==> src/rtl/mpmc10_strip_seq_pkg.sv <==
// Shared types and constants for the mpmc10 per-channel strip sequencer.
package mpmc10_pkg;

  typedef enum logic [3:0] {
    IDLE,
    PRESET1,
    PRESET2,
    READ_DATA0,
    READ_DATA1,
    READ_DATA2,
    WRITE_DATA0,
    WRITE_DATA1,
    WRITE_DATA3
  } mpmc10_state_t;

  localparam logic [2:0] CMD_READ  = 3'b001;
  localparam logic [2:0] CMD_WRITE = 3'b000;

  localparam int STRIP_W = 6;
  localparam int WD_W    = 10;

endpackage

==> src/rtl/mpmc10_strip_seq_rd_beat_cnt.sv <==
// Read-beat counter for one burst, with the "all beats returned" compare.
module mpmc10_rd_beat_cnt
  import mpmc10_pkg::*;
(
  input  logic               clk,
  input  logic               rst,
  input  logic               clear,
  input  logic               beat,
  input  logic [STRIP_W-1:0] num_strips,
  output logic [STRIP_W-1:0] cnt,
  output logic               all_in
);

  localparam logic [STRIP_W-1:0] CNT_MAX = '1;

  // NOTE: sequential state uses non-blocking assignments so every flop samples pre-edge values.
  always_ff @(posedge clk) begin
    if (rst || clear) begin
      cnt <= '0;
    end else if (beat && cnt != CNT_MAX) begin
      cnt <= cnt + 1'b1;
    end
  end

  // Last beat arriving now, or every beat already counted.
  assign all_in = (beat && cnt == num_strips) || (cnt > num_strips);

endmodule

==> src/rtl/mpmc10_strip_seq.sv <==
// mpmc10 per-channel burst sequencer driving the MIG app command/write-data handshakes.
// Optional watchdog abort enabled by defining MPMC10_TIMEOUT_EN.
module mpmc10_strip_seq
  import mpmc10_pkg::*;
#(
  parameter int TO_LIMIT = 1023
) (
  input  logic               clk,
  input  logic               rst,
  input  logic               req,
  input  logic               req_we,
  input  logic [31:0]        req_adr,
  input  logic [STRIP_W-1:0] req_num_strips,
  output logic               req_ack,
  output mpmc10_state_t      state,
  output logic [STRIP_W-1:0] num_strips,
  output logic [STRIP_W-1:0] strip_cnt,
  output logic [STRIP_W-1:0] rd_strip_cnt,
  output logic [31:0]        addr_base,
  input  logic               app_rdy,
  output logic               app_en,
  output logic [2:0]         app_cmd,
  input  logic               app_wdf_rdy,
  output logic               app_wdf_wren,
  output logic               app_wdf_end,
  input  logic               app_rd_data_valid,
  output logic               done,
  output logic               err
);

  logic is_write;
  logic rd_beat;
  logic rd_all_in;
  logic to_hit;
  logic unused_adr;

  assign unused_adr  = ^req_adr[3:0];
  assign app_wdf_end = app_wdf_wren;
  assign rd_beat     = app_rd_data_valid && (state == READ_DATA1 || state == READ_DATA2);

  mpmc10_rd_beat_cnt u_rd_beat_cnt (
    .clk        (clk),
    .rst        (rst),
    .clear      (state == PRESET1),
    .beat       (rd_beat),
    .num_strips (num_strips),
    .cnt        (rd_strip_cnt),
    .all_in     (rd_all_in)
  );

`ifdef MPMC10_TIMEOUT_EN
  logic [WD_W-1:0] wd;
  logic            activity;
  logic            stalled;

  assign activity = app_rdy | app_wdf_rdy | app_rd_data_valid;
  assign stalled  = state inside {READ_DATA1, READ_DATA2, WRITE_DATA0, WRITE_DATA1};

  // Waiting states leave only on a handshake, so clearing on activity or a transient
  // state covers every state change. wd holds completed idle cycles of the wait.
  always_ff @(posedge clk) begin
    if (rst || !stalled || activity) begin
      wd <= '0;
    end else begin
      wd <= wd + 1'b1;
    end
  end

  // Abort on the edge closing wait cycle TO_LIMIT-1 so err shows in cycle TO_LIMIT.
  assign to_hit = stalled && !activity && (wd == WD_W'(TO_LIMIT - 2));
`else
  logic unused_to_limit;

  assign unused_to_limit = ^WD_W'(TO_LIMIT);
  assign to_hit          = 1'b0;
`endif

  always_ff @(posedge clk) begin
    if (rst) begin
      state        <= IDLE;
      req_ack      <= 1'b0;
      num_strips   <= '0;
      strip_cnt    <= '0;
      addr_base    <= '0;
      is_write     <= 1'b0;
      app_en       <= 1'b0;
      app_cmd      <= CMD_READ;
      app_wdf_wren <= 1'b0;
      done         <= 1'b0;
      err          <= 1'b0;
    end else begin
      req_ack <= 1'b0;
      done    <= 1'b0;
      err     <= 1'b0;

      case (state)
        IDLE: begin
          if (req) begin
            req_ack <= 1'b1;
            state   <= PRESET1;
          end
        end
        PRESET1: begin
          addr_base  <= {req_adr[31:4], 4'h0};
          num_strips <= req_we ? '0 : req_num_strips;
          is_write   <= req_we;
          strip_cnt  <= '0;
          state      <= PRESET2;
        end
        PRESET2: begin
          // Write data is staged before the command, so wren rises on entry to WRITE_DATA0.
          if (is_write) begin
            app_wdf_wren <= 1'b1;
            state        <= WRITE_DATA0;
          end else begin
            state <= READ_DATA0;
          end
        end
        READ_DATA0: begin
          app_en  <= 1'b1;
          app_cmd <= CMD_READ;
          state   <= READ_DATA1;
        end
        READ_DATA1: begin
          if (app_rdy) begin
            if (strip_cnt != num_strips) begin
              strip_cnt <= strip_cnt + 1'b1;
            end else begin
              app_en <= 1'b0;
              state  <= READ_DATA2;
            end
          end
        end
        READ_DATA2: begin
          if (rd_all_in) begin
            done  <= 1'b1;
            state <= IDLE;
          end
        end
        WRITE_DATA0: begin
          if (app_wdf_rdy) begin
            app_wdf_wren <= 1'b0;
            app_en       <= 1'b1;
            app_cmd      <= CMD_WRITE;
            state        <= WRITE_DATA1;
          end
        end
        WRITE_DATA1: begin
          if (app_rdy) begin
            app_en    <= 1'b0;
            strip_cnt <= strip_cnt + 1'b1;
            done      <= 1'b1;
            state     <= WRITE_DATA3;
          end
        end
        WRITE_DATA3: begin
          state <= IDLE;
        end
        default: begin
          state <= IDLE;
        end
      endcase

      if (to_hit) begin
        err          <= 1'b1;
        app_en       <= 1'b0;
        app_wdf_wren <= 1'b0;
        state        <= IDLE;
      end
    end
  end

endmodule

==> config.mk <==
export PLATFORM = sky130hd
export DESIGN_NAME = mpmc10_strip_seq
export DESIGN_NICKNAME = d
export VERILOG_FILES = /design/src/rtl/mpmc10_strip_seq_pkg.sv /design/src/rtl/mpmc10_strip_seq_rd_beat_cnt.sv /design/src/rtl/mpmc10_strip_seq.sv
export SDC_FILE = /design/constraint.sdc
export NUM_CORES = 1
export LEC_CHECK = 0
export BUFFER_PORTS_ARGS = -buffer_cell sky130_fd_sc_hd__clkbuf_2
export CAP_MARGIN = 0
export CORE_AREA = 2 2 75 77
export DETAILED_ROUTE_END_ITERATION = 16
export DIE_AREA = 0 0 77 79
export PLACE_DENSITY_LB_ADDON = 0.25
export SYNTH_ARGS = -nofsm -noshare
export SYNTH_HDL_FRONTEND = slang
export SYNTH_SLANG_ARGS = --single-unit
==> constraint.sdc <==
create_clock -name clk -period 3.26 [get_ports clk]
set_input_delay 0.326 -clock clk [delete_from_list [all_inputs] [get_ports clk]]
set_output_delay 0.326 -clock clk [all_outputs]
set_load 0.05 [all_outputs]
==> run_results.csv, run 1 <==
group,metric,value,unit
route,viasPerCell,5.086,
place,dp_worst_setup_slack,1.200,ns
run,maximum_capacitance_violations,0,
route,routed-via-count,2477,
floorplanning,die_area,0.006083,mm²
critical_path,timing_worst_setup_path_type,"flip-flop to flip-flop",
clock_network,clockRootBuffer,"clkbuf_8",
sta,slew_headroom,47.51,%
sta,post-route-period-util,64.33,%
finish,syn2layout_area_growth,21.76,%
floorplanning,initial_utilization,49.67,%
sta,final_max_slew_viols,0,
finish,final-seq-area,0.001121,mm²
clock_network,insertion_delay_of_the_later_clocked_pin_in_the_worst_skew_pair,0.30,ns
floorplanning,i_o_pin_cnt,108,
place,postPlaceCellArea,0.003120,mm²
route,detail_route.wl_per_cell,12.45,µm
clock_network,clock_sink_count,56,
floorplanning,rows,27,
clock_network,cts-buffers-inserted,5,
hold_path,min_to,"addr_base[10]",
route,drt-total-wl,6065,µm
floorplanning,horizontal_die_dimension,77,µm
hold_path,worst_hold_path_type,"input port to flip-flop",
sta,finalWorstPathRequiredPeriod,2.097,ns
sta,fin_setup_tns,0,ns
critical_path,crit_path_top_delay_cell,"dfxtp_1",
critical_path,critical_path.startpoint_type,"flip-flop",
synthesis,synth_top_area_cell,"dfxtp_1",
synthesis,synth_enable_flop_cells,0,
power_and_ir_drop,power_switching,612.5,µW
clock_network,clk_pin_slew_worst_paths,0.10,ns
place,gp_routability_congestion,0.8330,
route,ant_nets,0,
critical_path,critical_path_arrival,2.33,ns
critical_path,worst-path-max-fanout,15,
sta,whs,0.2267,ns
sta,grt_setup_unrepaired,"no",
synthesis,synthesized_flop_and_latch_total,56,
finish,antenna_cells_inserted,0,
global_routing,antenna_found_initial,0,
power_and_ir_drop,switching_power_share_of_the_total,35.95,%
synthesis,synth_warnings,0,
critical_path,r2r_end,"strip_cnt[3]",
power_and_ir_drop,leakage,1.453,nW
sta,final-hold-violation-count,0,
synthesis,synthesis.area_per_instance,8.108,µm²
power_and_ir_drop,peakVddDrop,355.7,µV
critical_path,required_worst_endpoint,3.49,ns
critical_path,cpPeakStageDelay,0.68,ns
place,post-dp-hpwl,4516,µm
clock_network,cts.repair_timing.setup_buffer_count,0,
finish,postLayoutCellArea,0.003228,mm²
synthesis,synthDistinctLibCells,48,
synthesis,synth_area,0.002651,mm²
power_and_ir_drop,power.combinational.fraction,28.2,%
critical_path,r2r-start,"state[1]",
synthesis,cell_types_with_the_largest_area_share_after_synthesis,"dfxtp_1 42%, nand2_1 11%, a21oi_1 8.1%",
sta,setup_viol,0,
global_routing,grt_first_pass_wirelength,10430,µm
floorplanning,fp.coreArea,0.005338,mm²
global_routing,first_global_vias,2276,
global_routing,grt_usage,20.75,%
route,iteration_0_drc_markers,107,
floorplanning,die_height,79,µm
route,detail_route.first_pass.iterations,4,
hold_path,min_from,"req_adr[10]",
critical_path,rr_worst_depth,5,
route,detail_route.drc_violations,0,
critical_path,crit_path_cell_trace,"xnor2_1, a32oi_1, a311o_1, or4_1, o21ai_0",
place,buffer_ports.inserted,96,
finish,final_layout_size_suffix_gt1_share,26.51,%
place,dpl.cell_count,479,
finish,fill_cells,546,
power_and_ir_drop,clock_share_of_power,26.0,%
finish,final_stage_net_count,467,
synthesis,synth-seq-area-share,42.28,%
clock_network,cts_htree_levels,2,
sta,worst_pin_slew,0.7840,ns
critical_path,timing.critical_path.to_type,"flip-flop",
finish,combined_area_of_the_multi_input_logic_cells,0.001365,mm²
synthesis,synth_top_cell_area_share,42.28,%
clock_network,cts_resized,0,
clock_network,tritoncts,"built",
power_and_ir_drop,power_per_cell_area,527.8,mW/mm²
synthesis,syn-instance-count,327,
finish,finalNonFillerCells,487,
sta,fin_worst_skew,0.005663,ns
clock_network,hold_buffers,0,
sta,post-route-worst-setup-slack,1.163,ns
power_and_ir_drop,pwr-share-seq,45.8,%
power_and_ir_drop,cell_internal_pwr,1.091,mW
hold_path,hold_path_depth,3,
clock_network,number_of_buffers_on_the_longest_clock_path,2,
outcome,outcome,"finished clean",
synthesis,dominantRegCellSynth,"dfxtp_1",
critical_path,regToRegSetupSlack,1.16,ns
global_routing,grt_max_degree,36,
global_routing,overflow,0,
synthesis,synth-async-reset-ratio,0,%
sta,fmax,0.4768,GHz
[synthesized netlist by cell type (all sizes together), types with 2 or more instances]
cell type,count
nand2,79
dfxtp,56
a21oi,43
nor2,19
buf,14
clkbuf,11
inv,11
ha,8
o21ai,8
nand3b,7
xor2,7
xnor2,5
mux2i,4
nand3,4
nor3b,4
a211oi,3
and2,3
and3,3
nand2b,3
nor2b,3
nor3,3
a21boi,2
a31oi,2
and4,2
nand4,2
nor4,2
or3,2
[worst max-delay path by stage]
| stage | from | endpoint | slack, ns | depth (start not counted) |
|---|---|---|---|---|
| floorplan | state[3] | strip_cnt[3] | 1.22 | 6 |
| global placement | state[0] | strip_cnt[5] | 1.23 | 5 |
| detailed placement | state[1] | strip_cnt[3] | 1.20 | 5 |
| CTS | state[1] | strip_cnt[3] | 1.17 | 5 |
| global route | state[0] | num_strips[4] | 0.99 | 4 |
| finish | state[1] | strip_cnt[3] | 1.16 | 5 |
[power groups by stage]
stage / Combinational [mW] / Sequential [mW] / Clock, mW
2_1_floorplan: 0.227 / 0.941 / 0
3_3_place_gp: 0.478 / 0.793 / 0
3_5_place_dp: 0.483 / 0.796 / 0
4_1_cts: 0.485 / 0.780 / 0.457
5_1_grt: 0.527 / 0.789 / 0.484
6_report: 0.481 / 0.780 / 0.443
[state kept, by name, indices dropped and copies added (netlist names)]
name and cells:
app_cmd 1, req_ack 1, addr_base 28, app_en 1
is_write 1, u_rd_beat_cnt.cnt 6, state 4, done 1
app_wdf_end 1, num_strips 6, strip_cnt 6
[placed cells by master (no fill, tap or decap), types with 3 or more instances in the layout]
cell	count
conb_1	7
a211oi_1	3
nor3_1	3
xnor2_1	5
buf_4	3
and2_1	3
clkbuf_8	5
clkbuf_2	96
nor2_1	19
mux2i_1	4
dfxtp_1	56
nor3b_1	4
inv_1	11
a21oi_1	43
nand3b_1	7
o21ai_0	8
xor2_1	6
nand2b_1	3
and3_1	3
nand3_1	4
ha_1	8
nand2_1	79
nor2b_1	3
[cell type report]
type | instances | share of cell area, %
Inverter | 11 | 1.279
Timing Repair Buffer | 99 | 15.58
Multi-Input combinational cell | 241 | 42.29
Clock buffer | 6 | 2.248
Tap cell | 72 | 2.791
Sequential cell | 56 | 34.73
Clock inverter | 2 | 1.085
[through the flow]
| stage | total power [mW] | utilization, % |
|---|---|---|
| floorplan | 1.168 | - |
| global placement | 1.271 | 58.46 |
| detailed placement | 1.279 | 58.46 |
| CTS | 1.722 | 60.48 |
| global route | 1.800 | 60.48 |
| finish | 1.704 | 60.48 |
[cells by family (layout without fill, tap and decap cells)]
kind of cell,after synthesis,count (layout),share of synthesized area (%)
and+or+nand+nor,140,140,25.20
AOI/OAI and AO/OA,70,70,15.76
DFF,56,56,42.28
buffers and inverters,36,118,7.078
xor gates and xnor gates,12,12,4.247
adders and majority gates,8,8,3.776
muxes,4,4,1.510
other,1,7,0.1414
[critical path, delay by kind of cell (launching register included)]
kind | cells | cell delay [ns]
and+or+nand+nor | 1 | 0.47
xor gates and xnor gates | 1 | 0.21
DFF | 1 | 0.68
AOI/OAI and AO/OA | 3 | 0.67
[per-layer routing]
layer	wire length, µm	track usage [%]	up-vias	share of wire (%)
met1	2671	25.98	1117	44
met2	2827	34.65	83	47
met5	0	0	-	0
li1	-	-	1272	-
met3	506	6.705	5	8.3
met4	60	5.536	0	0.99
Note: power is estimated with default switching activity, not from simulation.
==> run 2, diff against run 1 <==
--- a/config.mk
+++ b/config.mk
@@ -5,11 +5,12 @@
 export SDC_FILE = /design/constraint.sdc
 export NUM_CORES = 1
 export LEC_CHECK = 0
+export ABC_AREA = 1
 export BUFFER_PORTS_ARGS = -buffer_cell sky130_fd_sc_hd__clkbuf_2
 export CAP_MARGIN = 0
-export CORE_AREA = 2 2 75 77
+export CORE_AREA = 2 2 78 80
 export DETAILED_ROUTE_END_ITERATION = 16
-export DIE_AREA = 0 0 77 79
+export DIE_AREA = 0 0 80 82
 export PLACE_DENSITY_LB_ADDON = 0.25
 export SYNTH_ARGS = -nofsm -noshare
 export SYNTH_HDL_FRONTEND = slang
==> constraint.sdc (replaced) <==
create_clock -name clk -period 2.1 [get_ports clk]
set_input_delay 0.21 -clock clk [delete_from_list [all_inputs] [get_ports clk]]
set_output_delay 0.21 -clock clk [all_outputs]
set_load 0.05 [all_outputs]
==> run 2 against run 1 <==
  * Worst hold slack worse by 0.12 ns
  * Die area is 7.8% higher
  * Synthesized area down 0.57%
  * Via count grew 7.3%
  * Largest cell class unchanged
  * First-iteration DRC count shrank 23%
  * Clock-buffer cell count up 1
  * Largest power group is now combinational cells
  * Synthesized cell count rose by 15%
  * Highest routed layer unchanged
  * Critical path type unchanged
  * Total power rose to 2.6 times the previous value
  * Critical path depth is 4 higher
==> run_results.csv, run 2 <==
group,metric,value,unit
route,iteration_0_drc_markers,82,
sta,fin_worst_skew,0.009836,ns
place,postPlaceCellArea,0.003153,mm²
route,viasPerCell,4.857,
global_routing,gr-usage-met3,5.934,%
critical_path,timing_worst_setup_path_type,"flip-flop to flip-flop",
clock_network,clock_sink_count,56,
clock_network,cts-buffers-inserted,5,
clock_network,hold_buffers,0,
synthesis,synthesized_flop_and_latch_total,56,
sta,grt_setup_unrepaired,"no",
synthesis,synthDistinctLibCells,30,
critical_path,worst-path-max-fanout,7,
sta,final-hold-violation-count,0,
critical_path,rr_worst_depth,9,
route,routed-via-count,2657,
power_and_ir_drop,leakage,1.606,nW
power_and_ir_drop,peakVddDrop,718.1,µV
synthesis,synth_area,0.002636,mm²
floorplanning,die_height,82,µm
sta,worst_pin_slew,0.5741,ns
clock_network,clockRootBuffer,"clkbuf_8",
global_routing,global_route.peak_usage_layer,"met2",
global_routing,grt_usage,19.93,%
sta,fin_setup_tns,0,ns
clock_network,clk_pin_slew_worst_paths,0.10,ns
critical_path,critical_path.startpoint_type,"flip-flop",
sta,final_max_slew_viols,0,
place,post-dp-hpwl,4803,µm
global_routing,groute.layer.met1.usage,20.96,%
route,detail_route.drc_violations,0,
finish,final_stage_net_count,524,
floorplanning,die_area,0.006560,mm²
synthesis,post_synth_most_frequent_cells,"80 x nor2_1, 68 x nand2_1, 56 x dfxtp_1",
global_routing,grt_max_degree,38,
floorplanning,horizontal_die_dimension,80,µm
critical_path,r2r-start,"strip_cnt[4]",
hold_path,worst_hold_path_type,"input port to flip-flop",
route,detail_route.first_pass.iterations,4,
global_routing,first_global_vias,2458,
route,detail_route.wl_per_cell,11.43,µm
place,dpl.cell_count,539,
floorplanning,i_o_pin_cnt,108,
critical_path,beginning_of_the_critical_path,"strip_cnt[4]",
sta,post-route-period-util,82.29,%
synthesis,synth_most_common_cell,"nor2_1",
finish,finish.utilization,56.36,%
synthesis,synthesis.area_per_instance,6.993,µm²
critical_path,setup.worst_path.end,"app_en",
global_routing,grt_first_pass_wirelength,10330,µm
sta,setup_viol,0,
synthesis,cell_types_with_the_largest_area_share_after_synthesis,"dfxtp_1 43%, nor2_1 11%, nand2_1 9.7%",
floorplanning,fp.coreArea,0.005746,mm²
floorplanning,rows,28,
synthesis,synth-seq-area-share,42.52,%
critical_path,critical_path_arrival,1.93,ns
finish,most_used_cells_in_the_layout_excluding_fill_and_tap_cells,"96 x clkbuf_2, 80 x nor2_1, 68 x nand2_1, 56 x dfxtp_1, 36 x o21ai_0",
global_routing,overflow,0,
synthesis,dominantRegCellSynth,"dfxtp_1",
outcome,outcome,"finished clean",
critical_path,r2r_end,"app_en",
sta,whs,0.1116,ns
sta,fmax,0.5787,GHz
global_routing,global_route.usage.met2,36.50,%
finish,finalNonFillerCells,547,
synthesis,synth-async-reset-ratio,0,%
finish,largest_register,"addr_base",
clock_network,cts_resized,0,
route,ant_nets,0,
finish,antenna_cells_inserted,0,
global_routing,antenna_found_initial,0,
clock_network,cts_htree_levels,2,
power_and_ir_drop,power_per_cell_area,1386,mW/mm²
floorplanning,initial_utilization,45.88,%
critical_path,regToRegSetupSlack,0.37,ns
synthesis,synth_top_cell_area_share,42.52,%
clock_network,number_of_buffers_on_the_longest_clock_path,2,
route,drt-total-wl,6250,µm
critical_path,required_worst_endpoint,2.30,ns
sta,finalWorstPathRequiredPeriod,1.728,ns
run,maximum_capacitance_violations,0,
finish,largest_register_ffs,28,
clock_network,insertion_delay_of_the_later_clocked_pin_in_the_worst_skew_pair,0.32,ns
critical_path,timing.critical_path.to_type,"flip-flop",
finish,final_layout_size_suffix_gt1_share,25.21,%
synthesis,synth_warnings,0,
synthesis,syn-instance-count,377,
finish,postLayoutCellArea,0.003238,mm²
finish,syn2layout_area_growth,22.83,%
sta,slew_headroom,61.43,%
place,buffer_ports.inserted,96,
place,gp_routability_congestion,0.9019,
clock_network,tritoncts,"built",
synthesis,synth_enable_flop_cells,0,
clock_network,cts.repair_timing.setup_buffer_count,0,
synthesis,synth_top_area_cell,"dfxtp_1",
finish,mostFrequentLayoutCell,"clkbuf_2",
[run 2: cells by family after synthesis]
| family | after synthesis | share of synthesized area [%] |
|---|---|---|
| compound gates | 61 | 12.10 |
| xor+xnor | 1 | 0.3323 |
| fa+ha+maj | 8 | 3.797 |
| buf+inv | 57 | 9.540 |
| flops | 56 | 42.53 |
| other cells | 1 | 0.1422 |
| simple gates | 193 | 31.56 |
[run 2: layer usage]
metal	up-vias	share of wire, %
li1	1378	-
met1	1175	41
met2	89	48
met3	15	8.3
met4	0	2.8
met5	-	0
[run 2: how the worst min path moves through the flow]
stage / to / slack [ns] / depth (start not counted) / from
after floorplan: req_ack / 0.33 / 2 / req
after global routing: addr_base[8] / 0.11 / 3 / req_adr[8]
after CTS: addr_base[14] / 0.10 / 3 / req_adr[14]
after detailed placement: addr_base[16] / 0.44 / 3 / req_adr[16]
after global placement: addr_base[14] / 0.43 / 3 / req_adr[14]
final: num_strips[2] / 0.11 / 3 / req_num_strips[2]
[run 2: power breakdown]
group / internal, mW / leakage, nW / switching, mW
clock network: 0.239 / 0.0424 / 0.348
registers: 1.34 / 0.458 / 0.185
logic: 0.560 / 1.11 / 1.82
total: 2.14 / 1.61 / 2.35
[run 2: cell type report]
cell class              instances  area [µm²]
multi-input cells             270        1286
fillers                       587        2507
well taps                      75       93.84
clock buffers                   7       76.32
inverters                      39       148.9
flip-flops and latches         56        1121
repair buffers                 99       503.0
clock inverters                 1       8.758
[run 2: stage by stage]
stage	power (mW)	setup slack [ns]
3_5_place_dp	3.942	0.4153
4_1_cts	4.535	0.3909
5_1_grt	4.809	0.2001
6_report	4.489	0.3719
3_3_place_gp	3.902	0.4602
2_1_floorplan	3.416	0.2141
[run 2: worst max-delay path, stage by stage, from the launching register on]
cell,delay [ns]
dfxtp_1,0.47
inv_1,0.10
nand2_1,0.07
nand2_1,0.05
nor2_1,0.20
nand3_1,0.17
a21oi_1,0.28
nand2_1,0.09
a21oi_1,0.13
nor2_1,0.05
